===== src/rtl/majority_pkg.sv =====
// Shared types and helpers for the N-channel majority voter and its per-channel health trackers.
package majority_pkg;

    localparam int MAX_CH   = 7;
    localparam int POP_W    = $clog2(MAX_CH + 1);
    localparam int STREAK_W = 4;

    typedef enum logic [1:0] {
        HEALTHY = 2'd0,
        SUSPECT = 2'd1,
        FAILED  = 2'd2
    } ch_state_t;

    function automatic logic [POP_W-1:0] popcount_n(input logic [MAX_CH-1:0] vec);
        logic [POP_W-1:0] cnt;
        cnt = '0;
        for (int i = 0; i < MAX_CH; i++) begin
            cnt = cnt + POP_W'(vec[i]);
        end
        return cnt;
    endfunction

endpackage


===== src/rtl/majority_voter_n_ch_health_fsm.sv =====
// Per-channel health tracker: counts consecutive miscompares and latches FAILED until cleared.
module ch_health_fsm
    import majority_pkg::*;
#(
    parameter int FAIL_THRESH = 4
) (
    input  logic      clk,
    input  logic      rst_n,
    input  logic      sample_en,
    input  logic      miscompare,
    input  logic      clear,
    output logic      failed,
    output ch_state_t state
);

    logic [STREAK_W-1:0] streak;
    logic [STREAK_W-1:0] streak_next;
    ch_state_t           state_next;

    // NOTE: state registers use non-blocking assignments so every flop samples pre-edge values.
    always_ff @(posedge clk or negedge rst_n) begin
        if (!rst_n) begin
            state  <= HEALTHY;
            streak <= '0;
        end else begin
            state  <= state_next;
            streak <= streak_next;
        end
    end

    // NOTE: defaults first so no path through this block leaves a signal unassigned (no latches).
    always_comb begin
        state_next  = state;
        streak_next = streak;
        if (clear) begin
            state_next  = HEALTHY;
            streak_next = '0;
        end else if (sample_en) begin
            unique case (state)
                HEALTHY: begin
                    if (miscompare) begin
                        state_next  = SUSPECT;
                        streak_next = STREAK_W'(1);
                    end
                end
                SUSPECT: begin
                    if (miscompare) begin
                        streak_next = streak + STREAK_W'(1);
                        if (streak_next == STREAK_W'(FAIL_THRESH)) begin
                            state_next = FAILED;
                        end
                    end else begin
                        state_next  = HEALTHY;
                        streak_next = '0;
                    end
                end
                FAILED: begin
                    // Sticky until clear.
                end
                default: begin
                    state_next  = HEALTHY;
                    streak_next = '0;
                end
            endcase
        end
    end

    assign failed = (state == FAILED);

endmodule


===== src/rtl/majority_voter_n.sv =====
// N-channel bitwise majority voter with registered outputs, miscompare counting and channel eviction.
module majority_voter_n
    import majority_pkg::*;
#(
    parameter int N_CH        = 3,
    parameter int WIDTH       = 8,
    parameter int FAIL_THRESH = 4,
    parameter int CNT_W       = 16
) (
    input  logic                  clk,
    input  logic                  rst_n,
    input  logic                  in_valid,
    input  logic [N_CH*WIDTH-1:0] in_data,
    input  logic [N_CH-1:0]       clear_fail,
    output logic                  out_valid,
    output logic [WIDTH-1:0]      out_data,
    output logic [N_CH-1:0]       mismatch,
    output logic                  vote_tie,
    output logic                  all_failed,
    output logic [N_CH-1:0]       ch_failed,
    output logic [CNT_W-1:0]      err_cnt
);

    localparam int PC_W = $clog2(N_CH + 1);

    ch_state_t         ch_state [N_CH];
    logic [N_CH-1:0]   active;
    logic [N_CH-1:0]   mis_c;
    logic [WIDTH-1:0]  voted;
    logic              tie_c;
    logic [PC_W-1:0]   n_active;
    logic [PC_W-1:0]   ones;
    logic [PC_W-1:0]   inc;
    logic [MAX_CH-1:0] bit_vec;
    logic [MAX_CH-1:0] ext_active;
    logic [MAX_CH-1:0] ext_counted;
    logic [CNT_W:0]    cnt_sum;
    logic [CNT_W-1:0]  cnt_next;

    for (genvar i = 0; i < N_CH; i++) begin : g_ch
        ch_health_fsm #(
            .FAIL_THRESH(FAIL_THRESH)
        ) u_fsm (
            .clk       (clk),
            .rst_n     (rst_n),
            .sample_en (in_valid),
            .miscompare(mis_c[i]),
            .clear     (clear_fail[i]),
            .failed    (ch_failed[i]),
            .state     (ch_state[i])
        );
        assign active[i] = (ch_state[i] != FAILED);
    end

    // Vote over the channels that were healthy before this sample; a bit is 1 only on a strict majority.
    always_comb begin
        voted       = '0;
        tie_c       = 1'b0;
        mis_c       = '0;
        ones        = '0;
        bit_vec     = '0;
        ext_active  = '0;
        ext_counted = '0;
        ext_active[N_CH-1:0] = active;
        n_active = PC_W'(popcount_n(ext_active));
        for (int b = 0; b < WIDTH; b++) begin
            bit_vec = '0;
            for (int i = 0; i < N_CH; i++) begin
                bit_vec[i] = active[i] & in_data[i*WIDTH + b];
            end
            ones = PC_W'(popcount_n(bit_vec));
            if ({ones, 1'b0} > {1'b0, n_active}) begin
                voted[b] = 1'b1;
            end else if ((n_active != '0) && ({ones, 1'b0} == {1'b0, n_active})) begin
                tie_c = 1'b1;
            end
        end
        for (int i = 0; i < N_CH; i++) begin
            mis_c[i] = (in_data[i*WIDTH +: WIDTH] != voted);
        end
        ext_counted[N_CH-1:0] = mis_c & active;
        inc      = PC_W'(popcount_n(ext_counted));
        cnt_sum  = {1'b0, err_cnt} + (CNT_W+1)'(inc);
        cnt_next = cnt_sum[CNT_W] ? '1 : cnt_sum[CNT_W-1:0];
    end

    always_ff @(posedge clk or negedge rst_n) begin
        if (!rst_n) begin
            out_valid  <= 1'b0;
            out_data   <= '0;
            mismatch   <= '0;
            vote_tie   <= 1'b0;
            all_failed <= 1'b0;
            err_cnt    <= '0;
        end else begin
            out_valid <= in_valid;
            if (in_valid) begin
                out_data   <= voted;
                mismatch   <= mis_c;
                vote_tie   <= tie_c;
                all_failed <= (n_active == '0);
                err_cnt    <= cnt_next;
            end
        end
    end

endmodule


===== config.mk =====
export PLATFORM = sky130hd
export DESIGN_NAME = majority_voter_n
export DESIGN_NICKNAME = d
export VERILOG_FILES = /design/src/rtl/majority_pkg.sv /design/src/rtl/majority_voter_n_ch_health_fsm.sv /design/src/rtl/majority_voter_n.sv
export SDC_FILE = /design/constraint.sdc
export NUM_CORES = 1
export LEC_CHECK = 0
export ABC_AREA = 1
export BUFFER_PORTS_ARGS = -buffer_cell sky130_fd_sc_hd__buf_4
export CORE_ASPECT_RATIO = 0.5
export CORE_UTILIZATION = 64
export CTS_BUF_LIST = sky130_fd_sc_hd__clkbuf_2 sky130_fd_sc_hd__clkbuf_4 sky130_fd_sc_hd__clkbuf_8
export DETAILED_ROUTE_END_ITERATION = 8
export PLACE_DENSITY = 0.92
export REMOVE_ABC_BUFFERS = 1
export SYNTH_ARGS = -nofsm -noshare
export SYNTH_HDL_FRONTEND = slang
export SYNTH_HIERARCHICAL = 1
export SYNTH_SLANG_ARGS = --single-unit

===== constraint.sdc =====
create_clock -name clk -period 13.45 [get_ports clk]
set_clock_uncertainty 0.15 [all_clocks]
set_input_delay 1.345 -clock clk [delete_from_list [all_inputs] [get_ports clk]]
set_output_delay 1.345 -clock clk [all_outputs]
set_load 0.005 [all_outputs]

[Word-level counts from Yosys, hierarchy flattened]
Index checks and enable logic that the tools add are counted.
Word-level totals
  register bits: 48
Operators by class
  order comparisons: 8
  reductions and logical operators: 22
  bitwise operators: 25
  add/subtract/negate cells: 24
  eq/ne operators: 32
  multiplexer cells: 58
Operators by type and width (number)
  $mux W4: 12
  $pmux W4 S3: 3
  $mux W2: 15
  $and A1 B1 Y1: 24
  $eq A3 B2 Y1: 8
  $gt A3 B2 Y1: 8
  $mux W1: 24
  $ne A8 B8 Y1: 3
  $add A1 B1 Y2: 10
  $add A2 B1 Y2: 10
  $pmux W2 S3: 3
  $add A16 B2 Y17: 1
  $mux W16: 1
  $add A4 B1 Y4 const B: 3
  $eq A4 B3 Y1 const B: 3
  $ne A2 B2 Y1 const B: 6
  $ne A4 B4 Y1 const B: 3
  $reduce_and A4 Y1: 3
  $ne A3 B2 Y1 const B: 3
  $reduce_and A3 Y1: 3
  $logic_and A1 B1 Y1: 8
  $logic_not A2 Y1: 4
  $reduce_bool A2 Y1: 4
  $eq A2 B1 Y1 const B: 3
  2 further kinds: 4

[Logic depth before layout (Yosys ltp)]
Gate-level depths: netlist of run 1.
  word-level depth: 22
  depth in mapped cells: 27
  depth with buffers taken out: 27

[Cells and area by module]
The synthesis of run 1 kept the hierarchy.
Modules (own cells, without submodules)
  majority_voter_n: cells each 378, instances 1, sequential area each 750.7 µm², area each 2566.2 µm²
  ch_health_fsm: cells each 54, instances 3, sequential area each 150.1 µm², area each 411.6 µm²

[Least setup slack after synthesis of run 1]
OpenSTA, ideal clock, no wires.
  path type: input -> register
  from: input port in_data[19]
  to: register err_cnt[15]
  buffers on the path: 1
  setup slack: 8578 ps
  cell stages on the path: 22
  setup time: 126 ps
  arrival time: 4596 ps
  cell sequence: inv_1 -> nor2_1 -> fa_1 -> ha_1 -> nand3_1 -> nand2_1 -> nand2_1 -> nand2_1 -> inv_1 -> nand2_1 -> nor2_1 -> nand2_1 -> o21ai_0 -> fa_1 -> inv_1 -> ha_1 -> fa_1 -> nand3_1 -> nor2_1 -> nand3_1 -> buf_2 -> nand3_1
Between the ends
  word-level cells in the longest chain between the ends: 10
  elaborated cells on any way between the ends: 12
  those cells by class: add/sub: 4; order compare: 1; eq/ne: 3; mux: 2; bitwise: 2
Ends and longest elaborated chain
  start: declaration: RTL line majority_voter_n.sv:13  | input logic [N_CH*WIDTH-1:0] in_data,
  $and A1 B1 Y1: RTL line majority_voter_n.sv:69  | bit_vec[i] = active[i] & in_data[i*WIDTH + b];
  $add A2 B1 Y2: RTL line majority_pkg.sv:18  | cnt = cnt + POP_W'(vec[i]);
  $gt A3 B2 Y1: RTL line majority_voter_n.sv:72  | if ({ones, 1'b0} > {1'b0, n_active}) begin
  $mux W1: RTL line majority_voter_n.sv:72
  $ne A8 B8 Y1: RTL line majority_voter_n.sv:79  | mis_c[i] = (in_data[i*WIDTH +: WIDTH] != voted);
  net mis_c[0]: RTL line majority_voter_n.sv:28  | logic [N_CH-1:0] mis_c;
  $and A3 B3 Y3: RTL line majority_voter_n.sv:81  | ext_counted[N_CH-1:0] = mis_c & active;
  $add A1 B1 Y2: RTL line majority_pkg.sv:18
  $add A2 B1 Y2: RTL line majority_pkg.sv:18
  $add A16 B2 Y17: RTL line majority_voter_n.sv:83  | cnt_sum = {1'b0, err_cnt} + (CNT_W+1)'(inc);
  $mux W16: RTL line majority_voter_n.sv:84  | cnt_next = cnt_sum[CNT_W] ? '1 : cnt_sum[CNT_W-1:0];
  end signal: assignment: RTL line majority_voter_n.sv:102  | err_cnt <= cnt_next;
  end: declaration: RTL line majority_voter_n.sv:21  | output logic [CNT_W-1:0] err_cnt
The timed path passes the listed nets, and every way through them passes these cells.
A chain may end at the register's enable or synchronous reset.

[Final worst setup path of run 1]
  from: register g_ch[1].u_fsm.state[0]
  to: register err_cnt[8]
Between the ends
  elaborated cells on any way between the ends: 51
  those cells by class: add/sub: 21; order compare: 8; eq/ne: 4; mux: 9; bitwise: 9
RTL lines
  start: declaration: RTL line majority_voter_n_ch_health_fsm.sv:13  | output ch_state_t state
  start signal: assignment: RTL line majority_voter_n_ch_health_fsm.sv:26  | state <= state_next;
  $ne A2 B2 Y1 (*): RTL line majority_voter_n.sv:52  | assign active[i] = (ch_state[i] != FAILED);
  $and A1 B1 Y1: RTL line majority_voter_n.sv:69
  $add A1 B1 Y2: RTL line majority_pkg.sv:18
  $add A2 B1 Y2: RTL line majority_pkg.sv:18
  $gt A3 B2 Y1: RTL line majority_voter_n.sv:72
  $mux W1: RTL line majority_voter_n.sv:72
  $ne A8 B8 Y1 (*): RTL line majority_voter_n.sv:79
  net mis_c[2]: RTL line majority_voter_n.sv:28
  $and A3 B3 Y3 (*): RTL line majority_voter_n.sv:81
  $add A2 B1 Y2 (*): RTL line majority_pkg.sv:18
  $add A16 B2 Y17 (*): RTL line majority_voter_n.sv:83
  $mux W16 (*): RTL line majority_voter_n.sv:84
Mark *: on every way through the listed nets, which the timed path passes. The rest lies on a longest branch.

==> results of run 1 <==
power by group through the flow:
stage                     clock network [W]  registers, W  logic, W
after floorplan                           0      0.000223  0.000273
after global placement                    0      0.000229  0.000373
after detailed placement                  0      0.000231  0.000391
after CTS                          0.000113      0.000229  0.000398
after global routing               0.000119      0.000236  0.000450
final                              0.000112      0.000230  0.000402
placed cells by master (no fill, tap or decap), drive strengths merged, types with 5 or more instances in the layout:
master,n
nand2,170
inv,81
nand3,73
nor2,70
buf,62
dfrtp,48
o21ai,22
ha,16
nand4,14
fa,11
a21oi,9
nand3b,6
clkbuf,6
or2,5
cell type report:
class | instances | share of cell area [%]
Clock buffer | 6 | 1.86
Sequential cell | 48 | 27.0
Multi-Input combinational cell | 406 | 50.9
Inverter | 81 | 6.83
Timing Repair Buffer | 62 | 10.5
Clock inverter | 2 | 0.872
Tap cell | 73 | 2.05
cell families (layout without fill, tap and decap cells):
group / after synthesis / in the layout
simple gates: 341 / 341
buf+inv: 86 / 151
fa+ha+maj: 27 / 27
flops: 48 / 48
compound gates: 33 / 33
xor+xnor: 5 / 5
through the flow:
step	std cells	area, µm²	total power, W	util, %	hold WS [ns]
3_3_place_gp	670	4330	0.000602	77.2	0.317
6_report	678	4450	0.000744	79.3	0.344
3_5_place_dp	670	4330	0.000622	77.2	0.322
5_1_grt	678	4450	0.000806	79.3	0.368
4_1_cts	678	4450	0.000739	79.3	0.343
2_1_floorplan	535	3770	0.000495	-	0.322
metal layers:
layer	routed length, µm	global-route usage [%]	share of wire, %
met5	0	0	0
met4	301	15.1	3.2
met3	600	6.80	6.4
met2	4430	55.5	47
met1	4050	40.6	43
critical path, delay by kind of cell, from the launching register on:
kind / cells / cell delay, ns
adders and majority gates: 4 / 1.71
and+or+nand+nor: 12 / 2.96
buffers and inverters: 1 / 0.08
AOI/OAI and AO/OA: 1 / 0.16
DFF: 1 / 0.47
registers in the layout, indices dropped and copies added, names as in the netlist:
| register | flops |
|---|---|
| all_failed | 1 |
| err_cnt | 16 |
| g_ch.u_fsm/streak | 12 |
| vote_tie | 1 |
| out_data | 8 |
| mismatch | 3 |
| out_valid | 1 |
| g_ch.u_fsm/state | 6 |
worst paths after layout:
kind	endpoint	from	depth (start not counted)	slack, ns
setup / recovery	err_cnt[8]	g_ch[1].u_fsm/state[0]	18	7.81
hold / removal	out_data[1]	out_data[1]	2	0.34
setup reg to reg	err_cnt[8]	g_ch[1].u_fsm/state[0]	18	7.81
hold reg to reg	out_data[1]	out_data[1]	2	0.34
max in group asynchronous	err_cnt[6]	rst_n	1	11.85
min in group asynchronous	out_data[3]	rst_n	1	0.88
==> results.md, run 1 <==
- Status: finished, violations left
- Violated checks: DRC
- Clk slew on worst S/H paths: ~0.090 ns
- Largest stage delay, worst path: approximately 0.84 ns
- LEAKAGE: 2.45 nW
- Crit path kind: flop to flop
- Synthesized area per cell: slightly above 7 µm²
- Share of layout cells above drive strength 1: 17.4%
- Seq pwr share: slightly above 30%
- Sw Pwr: approximately 0.00034 W
- Internal power: about 0.0004 W
- Final min period: around 5.6 ns
- Post-synthesis compound-gate area fraction: under 10%
- Slew @ Worst Pin: a little over 1 ns
- FP Rows: 19
- Max-slew violations: 0
- Vias in the first global route: ~3600
- Router iterations before antenna repair: 7
- CP Data Arrival Time: ~5.7 ns
- Hold Vio Cnt, Final: 0
- Register area share after synthesis: a little under a third
- Post-route ant nets: 0
- DR iter-0 viols: around 320
- DP Wirelength: 6730 µm
- Setup WS post-layout: slightly below 8 ns
- Mux share of post-synthesis cell area: 0%
- ANT cells: 0
- Share of the synthesized area in the top cell type: about a third
- Largest family of logic cells by synthesized area: simple AND/OR/NAND/NOR gates
- CTS H-Tree Depth: 2
- Switch share: about 46%
- Global Route Usage Sum: approximately a third
- Synth top cells by count: nand2_1, inv_1, nand3_1, nor2_1, dfrtp_1
- RSZ-0062 raised after global routing: no
- Multi-input gate area in the final layout: between 2000 and 2500 µm²
- Cell variety after synth: 26
- Max Cap Violations: 0
- Pre-CTS WS: just under 8 ns
- Congestion Overflow GR: 0
- EDFF count, synth: 0
- Part of the cycle the worst path needs: 41.9%
- Nets: around 660
- Worst hold path class: flop to flop
- Area leader, netlist: dfrtp_1
- Most frequent cell after synthesis: nand2_1
- GP Congestion: ~0.8
- Clk sinks: between 40 and 50
- Drt wl/cell: ~14 µm
- Count of boundary I/O pins: 63
- Gate power share: between 50 and 60%
- Number of remaining DRC errors: 8
- CP Launch Type: flop
- Layout area overhead: 17.1%
- Slew HR: between 30% and 40%
- CP most frequent cell: nand2_1
- Hold bufs inserted after CTS: 0
- Adder-Cell Fraction of Synth Area: between 10% and 20%
- DR vias/cell: between 5 and 6
- Worst Path Max Fanout: 14
- Die area: 6270 µm²
- Flop and latch count out of synthesis: 48
- Root buffer cell: clkbuf_8
- Initial core utilization: about 68%
- Skew-Pair Late Insertion Delay: approximately 0.31 ns
- CP max stage cell: fa_1
- Number of buffers created by CTS: 5
- CORE AREA: about 5600 µm²
- Xor-xnor portion of the synthesized cell area: under 10%
- Initial antenna violation count: 0
- Horiz. Die Dim: 111 µm
- Area contributors post-synth: dfrtp_1, nand2_1, nand3_1, inv_1, nor2_1
- Setup repair bufs after CTS: 0
- Fillers: 418
- Die Span Y: around 56 µm
- CP Cell Sequence: nor2_1 > fa_1 > nand3_1 > nand2_1 > nand2_1 > nand2_1 > nand2_1 > nor2_1 > nand2_1 > o21ai_0 > fa_1 > inv_1 > ha_1 > fa_1 > nand3_1 > nor2_1 > nand3_1 > nand3b_1
- Synth Flop Type: dfrtp_1
- Register area: 1200 µm²
- P per Cell Area: between 150 and 200 nW/µm²
- Sum of negative setup slack: 0 ns
- Synth async-reset ratio: 100%
- Setup crit end kind: flop
- F_max: ~180 MHz
- Area of the mapped netlist: approximately 3800 µm²
- First-pass GRT wire length: 16200 µm
- Vias: 3792
- CTS tree: yes
- PortBufs: 62
- Setup violators final: 0
- Routed Wire Length: 9380 µm
- Clock share of power: approximately 15%
- CTS Buffer Depth: 2
- # resized after CTS: 0
- WP data required: 13.53 ns
- Synth warn: 6
- Cells after Synth: 540
- Pin count of the biggest net entering global routing: around 50
- Post-Synth Simple-Gate Area: a little over two fifths
- Worst VDD drop: 0.0942 mV
Power figures use the tool's default switching activity.
==> inputs of run 2 (changes only) <==
CORE_UTILIZATION = 59   (was 64)
PLACE_DENSITY = 0.86   (was 0.92)
clock period = 5.62 ns   (was 13.45 ns; I/O delays follow)
==> results.md, run 2 (synthesized netlist as in run 1, its figures left out) <==
- GP Congestion: 0.916 (+14%)
- Fin util: 73.7% (-5.7 points)
- CP Cell Sequence: nor2_1 > buf_4 > nor2_1 > fa_1 > ha_1 > nand3_1 > nand2_1 > nand2_1 > nand2_1 > inv_1 > nand2_1 > nor2_1 > nand2_1 > o21ai_0 > fa_1 > inv_1 > ha_1 > fa_1 > nand3_1 > nor2_1 > nand3_1 > o21ai_0
- Horiz. Die Dim: 116 µm (+4.1%)
- Worst VDD drop: 0.201 mV (+110%)
- DP Wirelength: 6770 µm (+0.47%)
- Worst r2r dst: err_cnt[0]
- Root buffer cell: clkbuf_8
- Critical Path Sink: err_cnt[0]
- Congestion Overflow GR: 0 (unchanged)
- R2r startpoint: g_ch[1].u_fsm/state[0]
- Drt wl/cell: 13.0 µm (-5.8%)
- F_max: 200 MHz (+12%)
- Most frequent cells in the layout: nand2_1, inv_1, buf_4
- CP most frequent cell: nand2_1
- WP data required: 5.64 ns (-7.89 ns)
- Nets: 665 (+0.61%)
- Post-route insts no fill: 697 (+2.8%)
- Setup crit end kind: flop
- Number of buffers created by CTS: 5 (unchanged)
- Slew HR: 49.8% (+17 points)
- Die area: 6790 µm² (+8.2%)
- Path depth of the worst reg2reg path: 22 (+4)
- Final Power: 0.00182 W (+140%)
- Max-slew violations: 0 (unchanged)
- LEAKAGE: 2.47 nW (+1.2%)
- CTS tree: yes
- Setup repair bufs after CTS: 0 (unchanged)
- Clk sinks: 48 (unchanged)
- CP Data Arrival Time: 5.04 ns (-0.68 ns)
- Layout area overhead: 18.8%
- First-pass GRT wire length: 15300 µm (-5.4%)
- Placed cell count: 689 (+2.8%)
- Initial core utilization: 62.0% (-5.8 points)
- Most common cell after layout, fill and taps aside: nand2_1
- Sum of negative setup slack: 0 ns (unchanged)
- Pin count of the biggest net entering global routing: 49 (unchanged)
- Crit path kind: flop to flop
- CORE AREA: 6130 µm² (+9.3%)
- Top flop regs: err_cnt (16), g_ch.u_fsm/streak (12), out_data (8)
- RSZ-0062 raised after global routing: no
- Worst Path Max Fanout: 14 (unchanged)
- FP Rows: 20 (+1)
- Post-route ant nets: 0 (unchanged)
- Reg2Reg Setup Slack: 0.61 ns (-7.20 ns)
- ANT cells: 0 (unchanged)
- Global Route Usage Sum: 29.5% (-3.2 points)
- Hold bufs inserted after CTS: 0 (unchanged)
- Hold Vio Cnt, Final: 0 (unchanged)
- Crit path launch: g_ch[1].u_fsm/state[0]
- Slew @ Worst Pin: 0.752 ns (-0.256 ns)
- Max FFs per register: 16 (unchanged)
- # resized after CTS: 0 (unchanged)
- Vias: 3678 (-3.0%)
- CP max stage cell: fa_1
- CTS H-Tree Depth: 2 (unchanged)
- CP Launch Type: flop
- Clk slew on worst S/H paths: 0.10 ns (about the same)
- Vias in the first global route: 3375 (-7.4%)
- CTS Buffer Depth: 2 (unchanged)
- Most flops, register: err_cnt
- DR iter-0 viols: 217 (-32%)
- Worst hold path class: input pin to asynchronous set/reset pin
- Die Span Y: 58.8 µm (+4.0%)
- Router iterations before antenna repair: 5 (-2)
- Setup violators final: 0 (unchanged)
- Share of layout cells above drive strength 1: 17.9% (+0.54 points)
- Largest stage delay, worst path: 0.53 ns (-0.31 ns)
- Part of the cycle the worst path needs: 89.2% (+47 points)
- P per Cell Area: 403 nW/µm² (+140%)
- Max Cap Violations: 0 (unchanged)
- PortBufs: 62 (unchanged)
- Skew-Pair Late Insertion Delay: 0.32 ns (about the same)
- Count of boundary I/O pins: 63 (unchanged)
- Final min period: 5.01 ns (-0.626 ns)
- Initial antenna violation count: 0 (unchanged)
- Number of remaining DRC errors: 0 (-8)
- DR vias/cell: 5.28 (-5.7%)
- Routed Wire Length: 9080 µm (-3.2%)
- Status: finished clean
==> run 2: worst max-delay path: cells and delay by family, from the launching register on <==
family / cells / cell delay [ns]
and+or+nand+nor: 12 / 1.72
DFF: 1 / 0.47
buffers and inverters: 3 / 0.31
AOI/OAI and AO/OA: 2 / 0.34
adders and majority gates: 5 / 1.86
==> run 2: power breakdown <==
group          switching, W  total [W]  leakage, nW  internal, W
clock network      0.000130   0.000309       0.0687     0.000179
registers          0.000112   0.000549        0.608     0.000437
logic              0.000570   0.000960         1.80     0.000391
total              0.000812    0.00182         2.47      0.00101
==> run 2: layout make-up <==
class                      instances  area (µm²)
inverter                          81         304
tap                               88         110
fill                             513        1620
clock buffer                       5        68.8
clock inverter                     3        68.8
timing repair buffer              66         495
sequential                        48        1200
multi-input combinational        406        2270
==> run 2: how the worst min path moves through the flow <==
stage | from | endpoint | slack [ns] | cells after the start
3_5_place_dp | mismatch[2] | mismatch[2] | 0.32 | 2
3_3_place_gp | vote_tie | vote_tie | 0.32 | 2
2_1_floorplan | rst_n | all_failed | 0.12 | 0
4_1_cts | rst_n | out_data[7] | 0.12 | 1
6_report | rst_n | g_ch[1].u_fsm/streak[3] | 0.11 | 1
5_1_grt | rst_n | g_ch[1].u_fsm/state[1] | 0.16 | 1
==> run 2: stage by stage <==
stage	hold slack (ns)	setup WS [ns]	cell area (µm²)
2_1_floorplan	0.116	1.18	3770
3_3_place_gp	0.316	0.814	4380
3_5_place_dp	0.316	0.641	4380
4_1_cts	0.123	0.653	4520
5_1_grt	0.158	0.208	4520
6_report	0.111	0.608	4520
==> run 2: layer usage <==
layer	vias to the layer above	GRT usage, %	share of wire (%)
met1	1714	40.6	47
met4	0	8.53	1.0
met5	-	0	0
met2	107	48.1	46
li1	1846	-	-
met3	11	5.46	5.7
==> inputs of run 3 (changes only) <==
CTS_CLUSTER_SIZE = 8   (was not set)
clock period = 5.1 ns   (was 5.62 ns; I/O delays follow)
==> results.md, run 3 (synthesized netlist as in run 1, its figures left out) <==
- Status: finished clean
- First-pass GRT wire length: 14200 µm (-6.9%)
- Fillers: 504 (-1.8%)
- Most frequent cells in the layout: nand2_1, inv_1, buf_4
- CTS Buffer Depth: 2 (unchanged)
- Slew @ Worst Pin: 0.760 ns (+0.00831 ns)
- Post-route ant nets: 0 (unchanged)
- Drt wl/cell: 12.2 µm (-6.6%)
- Initial core utilization: 62.0% (unchanged)
- Number of buffers created by CTS: 5 (unchanged)
- CTS H-Tree Depth: 2 (unchanged)
- Hold bufs inserted after CTS: 0 (unchanged)
- Most flops, register: err_cnt
- Crit path launch: g_ch[1].u_fsm/state[1]
- Global Route Usage Sum: 27.1% (-2.4 points)
- Vias: 3627 (-1.4%)
- CORE AREA: 6130 µm² (unchanged)
- Most common cell after layout, fill and taps aside: nand2_1
- Share of layout cells above drive strength 1: 18.5% (+0.60 points)
- RSZ-0062 raised after global routing: yes
- Pre-CTS WS: 0.324 ns (-0.317 ns)
- Die Span Y: 58.8 µm (unchanged)
- Worst hold path class: input pin to asynchronous set/reset pin
- DR vias/cell: 5.19 (-1.7%)
- Final Power: 0.00194 W (+6.5%)
- Path depth of the worst reg2reg path: 24 (+9.1%)
- Die area: 6790 µm² (unchanged)
- Clk slew on worst S/H paths: 0.10 ns (about the same)
- ANT cells: 0 (unchanged)
- Worst r2r dst: err_cnt[9]
- # resized after CTS: 0 (unchanged)
- Routed Wire Length: 8500 µm (-6.4%)
- Nets: 667 (+0.30%)
- Congestion Overflow GR: 0 (unchanged)
- Slew HR: 49.3% (-0.55 points)
- Reg2Reg Setup Slack: 0.33 ns (-0.28 ns)
- Layout area overhead: 18.7% (about the same)
- Max FFs per register: 16 (unchanged)
- PortBufs: 62 (unchanged)
- CP Data Arrival Time: 4.80 ns (-0.24 ns)
- Number of remaining DRC errors: 0 (unchanged)
- F_max: 209 MHz (+5.0%)
- Worst Path Max Fanout: 14 (unchanged)
- Top flop regs: err_cnt (16), g_ch.u_fsm/streak (12), out_data (8)
- Final min period: 4.77 ns (-0.237 ns)
- Hold Vio Cnt, Final: 0 (unchanged)
- Crit path kind: flop to flop
- FP Rows: 20 (unchanged)
- R2r startpoint: g_ch[1].u_fsm/state[1]
- Max Cap Violations: 0 (unchanged)
- Pin count of the biggest net entering global routing: 49 (unchanged)
- Max-slew violations: 0 (unchanged)
- Setup repair bufs after CTS: 0 (unchanged)
- P per Cell Area: 429 nW/µm² (+6.5%)
- DP Wirelength: 6550 µm (-3.3%)
- Horiz. Die Dim: 116 µm (unchanged)
- Setup violators final: 0 (unchanged)
- DR iter-0 viols: 251 (+16%)
- Initial antenna violation count: 0 (unchanged)
- Root buffer cell: clkbuf_8
- Router iterations before antenna repair: 5 (unchanged)
- Skew-Pair Late Insertion Delay: 0.32 ns (about the same)
- CP Launch Type: flop
- Part of the cycle the worst path needs: 93.6% (+4.4 points)
- GP Congestion: 0.872 (-4.8%)
- Worst VDD drop: 0.208 mV (+3.5%)
- CTS tree: yes
- Setup crit end kind: flop
- Post-route cell area: 4510 µm² (about the same)
- Area after DPL: 4390 µm² (+0.34%)
- LEAKAGE: 2.47 nW (-0.14%)
- Vias in the first global route: 3132 (-7.2%)
- WP data required: 5.12 ns (-0.52 ns)
- Fin util: 73.6% (about the same)
- Setup WS post-layout: 0.325 ns (-0.283 ns)
- Count of boundary I/O pins: 63 (unchanged)
- WHS: 0.0478 ns (-0.0628 ns)
- Clk sinks: 48 (unchanged)
-- run 3: power breakdown --
group          internal, W  switching [W]  leakage [nW]
Sequential        0.000482       0.000114         0.607
Clock             0.000148       0.000141        0.0583
Combinational     0.000440       0.000611          1.81
-- run 3: critical path, cell delays in order, from the launching register on --
cell	delay [ns]
dfrtp_1	0.43
inv_1	0.07
nor2_1	0.04
buf_4	0.15
buf_4	0.16
nor2_1	0.12
fa_1	0.43
ha_1	0.28
nand3_1	0.15
nand2_1	0.16
nand2_1	0.06
nand2_1	0.05
inv_1	0.03
nand2_1	0.06
nor2_1	0.06
nand2_1	0.19
o21ai_0	0.18
fa_1	0.52
inv_1	0.04
ha_1	0.21
fa_1	0.41
nand3_1	0.09
nor2_1	0.06
nand3_1	0.36
nand3_1	0.16
-- run 3: how the worst max path moves through the flow --
stage          slack (ns)          to
2_1_floorplan        0.66  err_cnt[0]
3_3_place_gp         0.36  err_cnt[0]
3_5_place_dp         0.32  err_cnt[0]
4_1_cts              0.31  err_cnt[1]
5_1_grt             -0.02  err_cnt[1]
6_report             0.33  err_cnt[9]
-- run 3: cell type report --
type,instances,area (µm²),area share (%)
clock buffer,5,68.8,1.52
clock inverter,3,47.5,1.05
inverter,81,304,6.74
multi-input combinational,406,2270,50.3
sequential,48,1200,26.6
tap,88,110,2.44
timing repair buffer,68,510,11.3
-- run 3: metrics by stage --
stage / TNS, ns / instances
3_5_place_dp: 0 / 691
4_1_cts: 0 / 699
5_1_grt: -0.0205 / 699
3_3_place_gp: 0 / 691
2_1_floorplan: 0 / 535
6_report: 0 / 699
-- run 3: routing by layer --
layer | up-vias | track usage, % | part of all wire (%)
met2 | 72 | 44.2 | 46
met3 | 5 | 4.33 | 3.5
met4 | 0 | 5.01 | 0.59
li1 | 1847 | - | -
met1 | 1703 | 38.7 | 50
met5 | - | 0 | 0
